### config.mk
export PLATFORM = sky130hd
export DESIGN_NAME = accum_addr_sequencer
export DESIGN_NICKNAME = d
export VERILOG_FILES = /design/src/rtl/accum_pkg.sv /design/src/rtl/accum_addr_sequencer_addr.sv /design/src/rtl/accum_addr_sequencer.sv
export SDC_FILE = /design/constraint.sdc
export NUM_CORES = 1
export LEC_CHECK = 0
export ABC_AREA = 1
export ABC_CLOCK_PERIOD_IN_PS = 2100
export CAP_MARGIN = 25
export CORE_UTILIZATION = 50
export DETAILED_ROUTE_END_ITERATION = 16
export PLACE_DENSITY_LB_ADDON = 0.08
export SYNTH_ARGS = -nofsm -noshare
export SYNTH_HDL_FRONTEND = slang
export SYNTH_HIERARCHICAL = 1
export SYNTH_SLANG_ARGS = --single-unit
### constraint.sdc
create_clock -name clk -period 2.1 [get_ports clk]
set_input_delay 0.42 -clock clk [delete_from_list [all_inputs] [get_ports clk]]
set_output_delay 0.42 -clock clk [all_outputs]
set_load 0.01 [all_outputs]
### src/rtl/accum_pkg.sv
// accum_pkg
// Shared definitions for the accumulator-table address sequencer:
//   - output-matrix and systolic-array geometry
//   - derived counts: NSM (sub-matrices down the rows), NSN (across the columns)
//   - derived widths: AW (table address), RW (row-in-sub-matrix),
//     MW (submat_m), NW (submat_n), CW (drain counter)
//   - FSM state encoding for the sequencer
// No ports; import with accum_pkg::*.
package accum_pkg;

  localparam int MAX_OUT_ROWS = 128;
  localparam int MAX_OUT_COLS = 128;
  localparam int SYS_ARR_ROWS = 16;
  localparam int SYS_ARR_COLS = 16;

  // $clog2 returns 0 for a count of 1, which would give a zero-width
  // counter, so every derived width is at least one bit.
  function automatic int clog2_min1(input int value);
    return (value <= 2) ? 1 : $clog2(value);
  endfunction

  localparam int NSM = MAX_OUT_ROWS / SYS_ARR_ROWS;
  localparam int NSN = MAX_OUT_COLS / SYS_ARR_COLS;
  localparam int AW  = clog2_min1(MAX_OUT_ROWS * NSN);
  localparam int RW  = clog2_min1(SYS_ARR_ROWS);
  localparam int MW  = clog2_min1(NSM);
  localparam int NW  = clog2_min1(NSN);
  localparam int CW  = clog2_min1(SYS_ARR_COLS);

  typedef enum logic [1:0] {
    IDLE  = 2'd0,
    RUN   = 2'd1,
    DRAIN = 2'd2,
    DONE  = 2'd3
  } seq_state_t;

endpackage

### src/rtl/accum_addr_sequencer_addr.sv
// accumTableAddr_control
// Pure combinational address arithmetic for one accumulator-table row:
//   addr = submat_n*MAX_OUT_ROWS + submat_m*SYS_ARR_ROWS + sub_row
// Ports:
//   sub_row  in  RW  row inside the current sub-matrix
//   submat_m in  MW  sub-matrix index down the output rows
//   submat_n in  NW  sub-matrix index across the output columns
//   addr     out AW  accumulator-table address
module accumTableAddr_control
  import accum_pkg::*;
(
  input  logic [RW-1:0] sub_row,
  input  logic [MW-1:0] submat_m,
  input  logic [NW-1:0] submat_n,
  output logic [AW-1:0] addr
);

  // Each submat_n block spans a full column of MAX_OUT_ROWS rows; inside it
  // the sub-matrices stack every SYS_ARR_ROWS rows.
  assign addr = AW'(submat_n) * AW'(MAX_OUT_ROWS)
              + AW'(submat_m) * AW'(SYS_ARR_ROWS)
              + AW'(sub_row);

endmodule

### src/rtl/accum_addr_sequencer.sv
// accum_addr_sequencer
// Sequences accumulator-table writes for one divide-and-conquer matrix
// multiply. Counts valid systolic-array output rows, walks the sub-matrix
// order, forms each row's table address and skews address/strobe through a
// per-column pipeline so column k writes k cycles after column 0.
// Ports:
//   clk       in   1                clock, rising edge
//   reset     in   1                synchronous, active-high
//   start     in   1                begin a sequence (only honoured in IDLE)
//   m_last    in   MW               last submat_m index, latched on start
//   n_last    in   NW               last submat_n index, latched on start
//   acc_mode  in   1                1=accumulate, 0=overwrite, latched on start
//   out_valid in   1                systolic array presents a row this cycle
//   wr_en     out  SYS_ARR_COLS     per-column write strobe
//   wr_addr   out  SYS_ARR_COLS*AW  per-column address, column k at [k*AW +: AW]
//   wr_acc    out  SYS_ARR_COLS     per-column accumulate flag
//   busy      out  1                high in RUN and DRAIN
//   done      out  1                one-cycle pulse at sequence end
module accum_addr_sequencer
  import accum_pkg::*;
(
  input  logic                       clk,
  input  logic                       reset,
  input  logic                       start,
  input  logic [MW-1:0]              m_last,
  input  logic [NW-1:0]              n_last,
  input  logic                       acc_mode,
  input  logic                       out_valid,
  output logic [SYS_ARR_COLS-1:0]    wr_en,
  output logic [SYS_ARR_COLS*AW-1:0] wr_addr,
  output logic [SYS_ARR_COLS-1:0]    wr_acc,
  output logic                       busy,
  output logic                       done
);

  seq_state_t    state;
  logic [RW-1:0] sub_row;
  logic [MW-1:0] submat_m;
  logic [NW-1:0] submat_n;
  logic [MW-1:0] m_last_q;
  logic [NW-1:0] n_last_q;
  logic          acc_mode_q;
  logic [CW-1:0] drain_cnt;
  logic          capture;
  logic          row_end;
  logic          last_row;
  logic [AW-1:0] row_addr;

  logic          stage_en   [SYS_ARR_COLS];
  logic          stage_acc  [SYS_ARR_COLS];
  logic [AW-1:0] stage_addr [SYS_ARR_COLS];

  // A row is only taken while running; out_valid is ignored elsewhere.
  assign capture  = (state == RUN) && out_valid;
  assign row_end  = (sub_row == RW'(SYS_ARR_ROWS - 1));
  assign last_row = row_end && (submat_m == m_last_q) && (submat_n == n_last_q);

  accumTableAddr_control u_addr (
    .sub_row  (sub_row),
    .submat_m (submat_m),
    .submat_n (submat_n),
    .addr     (row_addr)
  );

  // Sequence control. DRAIN lasts SYS_ARR_COLS cycles so the final row has
  // travelled the whole skew pipeline before done is raised.
  always_ff @(posedge clk) begin
    if (reset) begin
      state      <= IDLE;
      drain_cnt  <= '0;
      m_last_q   <= '0;
      n_last_q   <= '0;
      acc_mode_q <= 1'b0;
    end else begin
      case (state)
        IDLE: begin
          if (start) begin
            state      <= RUN;
            m_last_q   <= m_last;
            n_last_q   <= n_last;
            acc_mode_q <= acc_mode;
          end
        end
        RUN: begin
          if (capture && last_row) begin
            state     <= DRAIN;
            drain_cnt <= '0;
          end
        end
        DRAIN: begin
          if (drain_cnt == CW'(SYS_ARR_COLS - 1)) begin
            state <= DONE;
          end else begin
            drain_cnt <= drain_cnt + 1'b1;
          end
        end
        DONE: begin
          state <= IDLE;
        end
        default: begin
          state <= IDLE;
        end
      endcase
    end
  end

  // Row walk: sub_row fastest, then submat_m, then submat_n. The final row
  // leaves the counters alone; the next start clears them anyway.
  always_ff @(posedge clk) begin
    if (reset) begin
      sub_row  <= '0;
      submat_m <= '0;
      submat_n <= '0;
    end else if ((state == IDLE) && start) begin
      sub_row  <= '0;
      submat_m <= '0;
      submat_n <= '0;
    end else if (capture && !last_row) begin
      if (row_end) begin
        sub_row <= '0;
        if (submat_m == m_last_q) begin
          submat_m <= '0;
          submat_n <= submat_n + 1'b1;
        end else begin
          submat_m <= submat_m + 1'b1;
        end
      end else begin
        sub_row <= sub_row + 1'b1;
      end
    end
  end

  // Skew pipeline: stage 0 registers the captured row, stage k+1 follows
  // stage k one cycle later. An empty stage keeps its last address and flag.
  genvar k;
  for (k = 0; k < SYS_ARR_COLS; k++) begin : g_skew
    if (k == 0) begin : g_head
      always_ff @(posedge clk) begin
        if (reset) begin
          stage_en[0]   <= 1'b0;
          stage_acc[0]  <= 1'b0;
          stage_addr[0] <= '0;
        end else begin
          stage_en[0] <= capture;
          if (capture) begin
            stage_acc[0]  <= acc_mode_q;
            stage_addr[0] <= row_addr;
          end
        end
      end
    end else begin : g_tail
      always_ff @(posedge clk) begin
        if (reset) begin
          stage_en[k]   <= 1'b0;
          stage_acc[k]  <= 1'b0;
          stage_addr[k] <= '0;
        end else begin
          stage_en[k] <= stage_en[k-1];
          if (stage_en[k-1]) begin
            stage_acc[k]  <= stage_acc[k-1];
            stage_addr[k] <= stage_addr[k-1];
          end
        end
      end
    end
  end

  // Pack the per-stage registers onto the flat output buses.
  always_comb begin
    wr_en   = '0;
    wr_acc  = '0;
    wr_addr = '0;
    for (int i = 0; i < SYS_ARR_COLS; i++) begin
      wr_en[i]            = stage_en[i];
      wr_acc[i]           = stage_acc[i];
      wr_addr[i*AW +: AW] = stage_addr[i];
    end
  end

  assign busy = (state == RUN) || (state == DRAIN);
  assign done = (state == DONE);

endmodule

=== Word-level counts from Yosys, hierarchy flattened ===
Memory sizes are Yosys's and may differ from the RTL's.
Cells that the tools add are included.

* ROM bits: 0
* Word-level logic and storage cells: 200
* Bits in latches: 0
* Register bits: 23
* Input bits: 11
* Bits in writable memories: 192
* Memories kept: 3

* Equal/unequal tests: 11
* Reductions and logical operators: 16
* Muxes and demuxes: 108
* $add $sub $neg: 6
* Magnitude comparators: 0
* Bitwise operators: 48
* $mul: 0
* Divide/modulo/power cells: 0
* Shifts and indexed selects: 0

{| class="wikitable"
|+ Memories
! memory !! depth !! width !! rd ports !! clocked after Yosys merged registers in !! wr ports !! RTL line !! RTL
|-
| stage_addr || 16 || 10 || 16 || 0 || 16 || accum_addr_sequencer.sv:51 || <nowiki>logic [AW-1:0] stage_addr [SYS_ARR_COLS];</nowiki>
|-
| stage_acc || 16 || 1 || 16 || 0 || 16 || accum_addr_sequencer.sv:50 || <nowiki>logic stage_acc [SYS_ARR_COLS];</nowiki>
|-
| stage_en || 16 || 1 || 16 || 0 || 16 || accum_addr_sequencer.sv:49 || <nowiki>logic stage_en [SYS_ARR_COLS];</nowiki>
|}

{| class="wikitable"
|+ Operators by type and width
! cell !! number
|-
| 10-bit two-way mux || 16
|-
| 1-bit two-way mux || 83
|-
| 1-bit bitwise OR || 48
|-
| 4-bit two-way mux || 3
|-
| 10-bit by 4-bit adder with 10-bit output || 1
|-
| 10-bit by 7-bit adder with 10-bit output || 1
|-
| 3-bit AND reduction || 3
|-
| 4-bit by 1-bit adder with 4-bit output, second input constant || 2
|-
| 4-bit == test, second input constant || 2
|-
| 2-bit one-hot mux with 4 select lines || 1
|-
| 4-bit one-hot mux with 2 select lines || 1
|-
| 3-bit by 1-bit adder with 3-bit output, second input constant || 2
|-
| 3-bit == test || 2
|-
| 1-bit logical AND || 6
|-
| 2-bit two-way mux || 3
|-
| 2-bit != test, second input constant || 3
|-
| 2-bit == test, second input constant || 2
|-
| 2-bit AND reduction || 2
|-
| 3-bit two-way mux || 1
|-
| 2-bit by 1-bit == test with 1-bit output, second input constant || 1
|-
| 2-bit zero test || 1
|-
| 2-bit by 1-bit != test with 1-bit output, second input constant || 1
|-
| 2-bit nonzero test || 1
|-
| 2-bit OR reduction || 1
|-
| other kinds (2) || 2
|}

=== Longest topological paths before layout ===
* Depth after elaboration: 6
* Mapped depth: 11
* Gate-level depth less buffers: 10

=== By module ===
The synthesis kept the hierarchy.

{| class="wikitable"
|+ Modules (own cells, without submodules)
! module !! sequential area each (um^2) !! cells each !! area each (um^2) !! instances
|-
| accum_addr_sequencer || 6065.8 || 799 || 8530.7 || 1
|-
| accumTableAddr_control || 0.0 || 10 || 75.1 || 1
|}

=== Worst setup path before layout ===
Ideal clock, no wire load.

* Path type: in2reg
* Start: in reset
* End: mem stage_acc[0][0] (enable)
* Data required time: 1.755 ns
* Stages on the path: 4
* Slack: 0.503 ns
* Data arrival time: 1.252 ns
* Path buffers: 2
* Cell sequence: buf_2 clkinv_1 clkbuf_1 nand2_1

{| class="wikitable"
|+ RTL lines
! what !! RTL line !! RTL
|-
| from (decl) || accum_addr_sequencer.sv:23 || <nowiki>input logic reset,</nowiki>
|-
| to (decl) || accum_addr_sequencer.sv:50 ||
|}

=== Worst setup path in the final report ===
* Start: reg state[0]
* End: out busy

* Word-level cells in the longest chain between the ends: 2
* Elaborated cells on any way between the ends: 3

{| class="wikitable"
|+ RTL lines
! what !! RTL line !! RTL
|-
| from (decl) || accum_addr_sequencer.sv:36 || <nowiki>seq_state_t state;</nowiki>
|-
| from (signal assigned) || accum_addr_sequencer.sv:69 || <nowiki>state <= IDLE;</nowiki>
|-
| from (signal assigned) || accum_addr_sequencer.sv:78 || <nowiki>state <= RUN;</nowiki>
|-
| from (signal assigned) || accum_addr_sequencer.sv:86 || <nowiki>state <= DRAIN;</nowiki>
|-
| 2-bit by 1-bit == test with 1-bit output / 2-bit == test (equally long branches) || accum_addr_sequencer.sv:180 || <nowiki>assign busy = (state == RUN) || (state == DRAIN);</nowiki>
|-
| 1-bit logical OR (*) || accum_addr_sequencer.sv:180 ||
|-
| to (decl) || accum_addr_sequencer.sv:32 || <nowiki>output logic busy,</nowiki>
|}

Mark *: on every way between the ends. The rest lies on a longest branch, timed or not.

==> reports/summary.txt <==
Status: finished clean
DRT Wirelength: 17700 um
Combinational Power Share: 12.0%
Worst hold path stage count: 2
Global Route Usage Sum: 19.9%
Number of vias per cell: 4.52
Post-CTS setup buffer count: 0
Critical Path Slowest Stage Cell: dfxtp_2
Min-Delay Startpoint: stage_en[1][0]$_DFF_P_
H-tree level count: 1
Max Buffers Root-to-Sink: 3
Clk pwr share: 39.4%
Placer Congestion: 0.826
RSZ-0062 raised after global routing: false
YS warnings: 6
Max Fanout on Critical Path: 4
Hold Path Sink: stage_en[1][1]$_DFF_P_
Top-area cell type share of the netlist area: 61.4%
Critical path class: reg2out
Post-synth cell types: 30
DR WL/cell: 14.2 um
# diodes: 0
R2R cell count: 10
Site Rows: 47
Clock skew: 0.00865 ns
Clk slew on worst S/H paths: 0.06 ns
Sink Count: 215
Grt ovf: 0
Drt pass-1 iters: 5
First-pass GRT wire length: 27800 um
Filler cell count: 1255
Cell Int Power: 7.93 mW
Horiz. Die Dim: 133 um
I/O pins: 205
Final worst-path cycle share: 94.4%
1st-iter DRT viols: 360
Synth area leader: edfxtp_1
Power after layout: 10.4 mW
Post-layout util: 69.4%
CP startpoint: state[0]$_SDFFE_PP0P_
Initial Utilization: 51.5%
Fmax: 504 MHz
Sequential Power Share: 48.6%
Synth Net Count: 829
Hold buffers post-CTS: 0
Clock root cell: clkbuf_16
CP Capture Type: output port
Yosys reg bits: 215
Crit path DAT: 1.56 ns
Hold crit path type: reg2reg
Minimum clock period: 1.98 ns
Initial antenna violation count: 0
Syn Area/Cell: 10.6 um2
Worst-Skew Late Latency: 0.50 ns
Switching power: 2.46 mW
Vias after detailed routing: 5640
Max-slew headroom: 69.6%
Number of CTS-inserted buffers: 22
CTS tree: done
Syn Inst Count: 809
Syn Std Cell Area: 8610 um2
# nets final: 1032
Register area share after synthesis: 70.5%
Core box area: 16700 um2
Worst slew pin tran: 0.455 ns
Die H: 133 um
Drt drc: 0
Cell breakdown of the critical path: inv_1 -> ha_1 -> dlygate4sd2_1
Synth area leaders: edfxtp_1 61%, inv_1 9.8%, dfxtp_1 9.1%
Slew Viols, Final: 0
Maxcap violations: 0
CP required: 1.68 ns
Final ANT Viol Nets: 0
CP Launch Type: flip-flop
Peak VDD IR: 641 uV
Flop2flop setup slack: 0.39 ns
Leakage: 4.64 nW
Peak per-stage delay on the critical path: 0.35 ns
Port Buffers: 204
Vias in the first global route: 5403
DP Wirelength: 12900 um
Die Area: 17700 um2
Setup tns final: 0 ns
Pin count of the biggest net entering global routing: 18
RR Startpoint: sub_row[0]$_SDFFE_PP0P_
Pwr/cell area: 897 nW/um2
Sw Ratio: 23.7%
Reg-to-reg endpoint: sub_row[2]$_SDFFE_PP0P_
Synth-to-layout area growth: 34.6%
Setup violators final: 0
Final Hold Vio Count: 0
Layout cell share with drive strength beyond 1: 5.84%
worst max-delay path by stage:
stage	endpoint	slack (ns)	cells after the start
3_3_place_gp	stage_addr[0][43]$_SDFFCE_PN0P_	0.15	4
2_1_floorplan	stage_acc[0][0]$_DFFE_PP_	0.50	4
4_1_cts	busy	0.04	3
3_5_place_dp	stage_addr[0][43]$_SDFFCE_PN0P_	0.13	4
5_1_grt	busy	0.05	3
6_report	busy	0.12	3
worst max-delay path, delay by kind of cell (launching register included):
family	cells	cell delay (ns)
fa+ha+maj	1	0.34
buf+inv	2	0.38
flops	1	0.35
routing by layer:
layer | GRT usage [%] | up-vias | wire (um)
li1 | - | 2844 | -
met4 | 5.74 | 0 | 339
met3 | 4.64 | 28 | 1440
met1 | 26.1 | 2569 | 7480
met5 | 0 | - | 0
met2 | 33.2 | 199 | 8400
sequential cells by signal, indices dropped and copies added (netlist names):
name,flops
acc_mode_q,1
drain_cnt,4
m_last_q,3
n_last_q,3
stage_acc,16
stage_addr,160
stage_en,16
state,2
sub_row,4
submat_m,3
submat_n,3
final cells by class:
cell class	instances	area, um2	area share (%)
clock inverter	10	135	1.17
sequential	215	6070	52.4
clock buffer	30	642	5.54
multi-input combinational	335	1520	13.1
tap	220	275	2.38
timing repair buffer	211	2090	18.1
inverter	227	852	7.35
power by group through the flow:
stage          registers (mW)  logic (mW)  clock network (mW)
2_1_floorplan            5.17       0.650                   0
3_3_place_gp             5.14        1.25                   0
3_5_place_dp             5.13        1.26                   0
4_1_cts                  5.05        1.26                4.14
5_1_grt                  5.08        1.40                4.30
6_report                 5.05        1.24                4.10
logic make-up (layout without fill, tap and decap cells):
logic type	after synthesis	count (layout)	synth area share [%]
fa+ha+maj	9	9	1.31
simple gates	288	288	13.7
flops	215	215	70.5
buf+inv	259	478	11.8
xor+xnor	7	7	0.712
compound gates	31	31	1.93
through the flow:
step / setup WS (ns) / hold WS [ns] / area, um2 / instances
after global routing: 0.0456 / 0.491 / 11600 / 1248
after detailed placement: 0.130 / 0.457 / 10800 / 1208
final: 0.117 / 0.465 / 11600 / 1248
after floorplan: 0.503 / 0.430 / 8610 / 809
after CTS: 0.0406 / 0.466 / 11600 / 1248
after global placement: 0.148 / 0.458 / 10800 / 1208
cell usage after synthesis:
| library cell | count |
|---|---|
| or2_2 | 1 |
| o21ai_0 | 9 |
| nor2_1 | 208 |
| nand3_2 | 3 |
| buf_6 | 1 |
| xnor2_1 | 2 |
| o21ai_1 | 1 |
| dfxtp_1 | 39 |
| ha_1 | 9 |
| buf_4 | 10 |
| nor2_8 | 1 |
| a22oi_1 | 1 |
| nand3_4 | 1 |
| nand4_1 | 5 |
| a21oi_1 | 17 |
| nor3b_1 | 1 |
| nand2_2 | 3 |
| clkinv_1 | 2 |
| inv_1 | 224 |
| xor2_1 | 5 |
| clkbuf_1 | 19 |
| a21oi_2 | 2 |
| nand2_1 | 52 |
| nor2_2 | 1 |
| nor2_4 | 1 |
| edfxtp_1 | 176 |
| nand3_1 | 11 |
| inv_2 | 1 |
| o22ai_1 | 1 |
| buf_2 | 2 |
placed cells by master, fill, tap and decap left out, types with 3 or more instances in the layout:
cell	netlist	layout
inv_1	224	224
nor2_1	208	208
clkdlybuf4s50_1	0	203
edfxtp_1	176	176
nand2_1	52	52
dfxtp_1	39	37
clkbuf_16	0	23
a21oi_1	17	17
nand3_1	11	11
o21ai_0	9	9
ha_1	9	9
buf_4	10	7
xor2_1	5	5
nand4_1	5	5
clkinvlp_4	0	4
clkbuf_8	0	4
nand2_2	3	3
nand3_2	3	3
clkinv_2	0	3
bufinv_16	0	3
clkbuf_1	19	3
repair_timing:
item,4_1_cts,5_1_grt
resized for setup,1,2
gates cloned,0,0
endpoints found under the setup margin,1,2
pin swaps,0,0
Power figures use the tool's default switching activity.
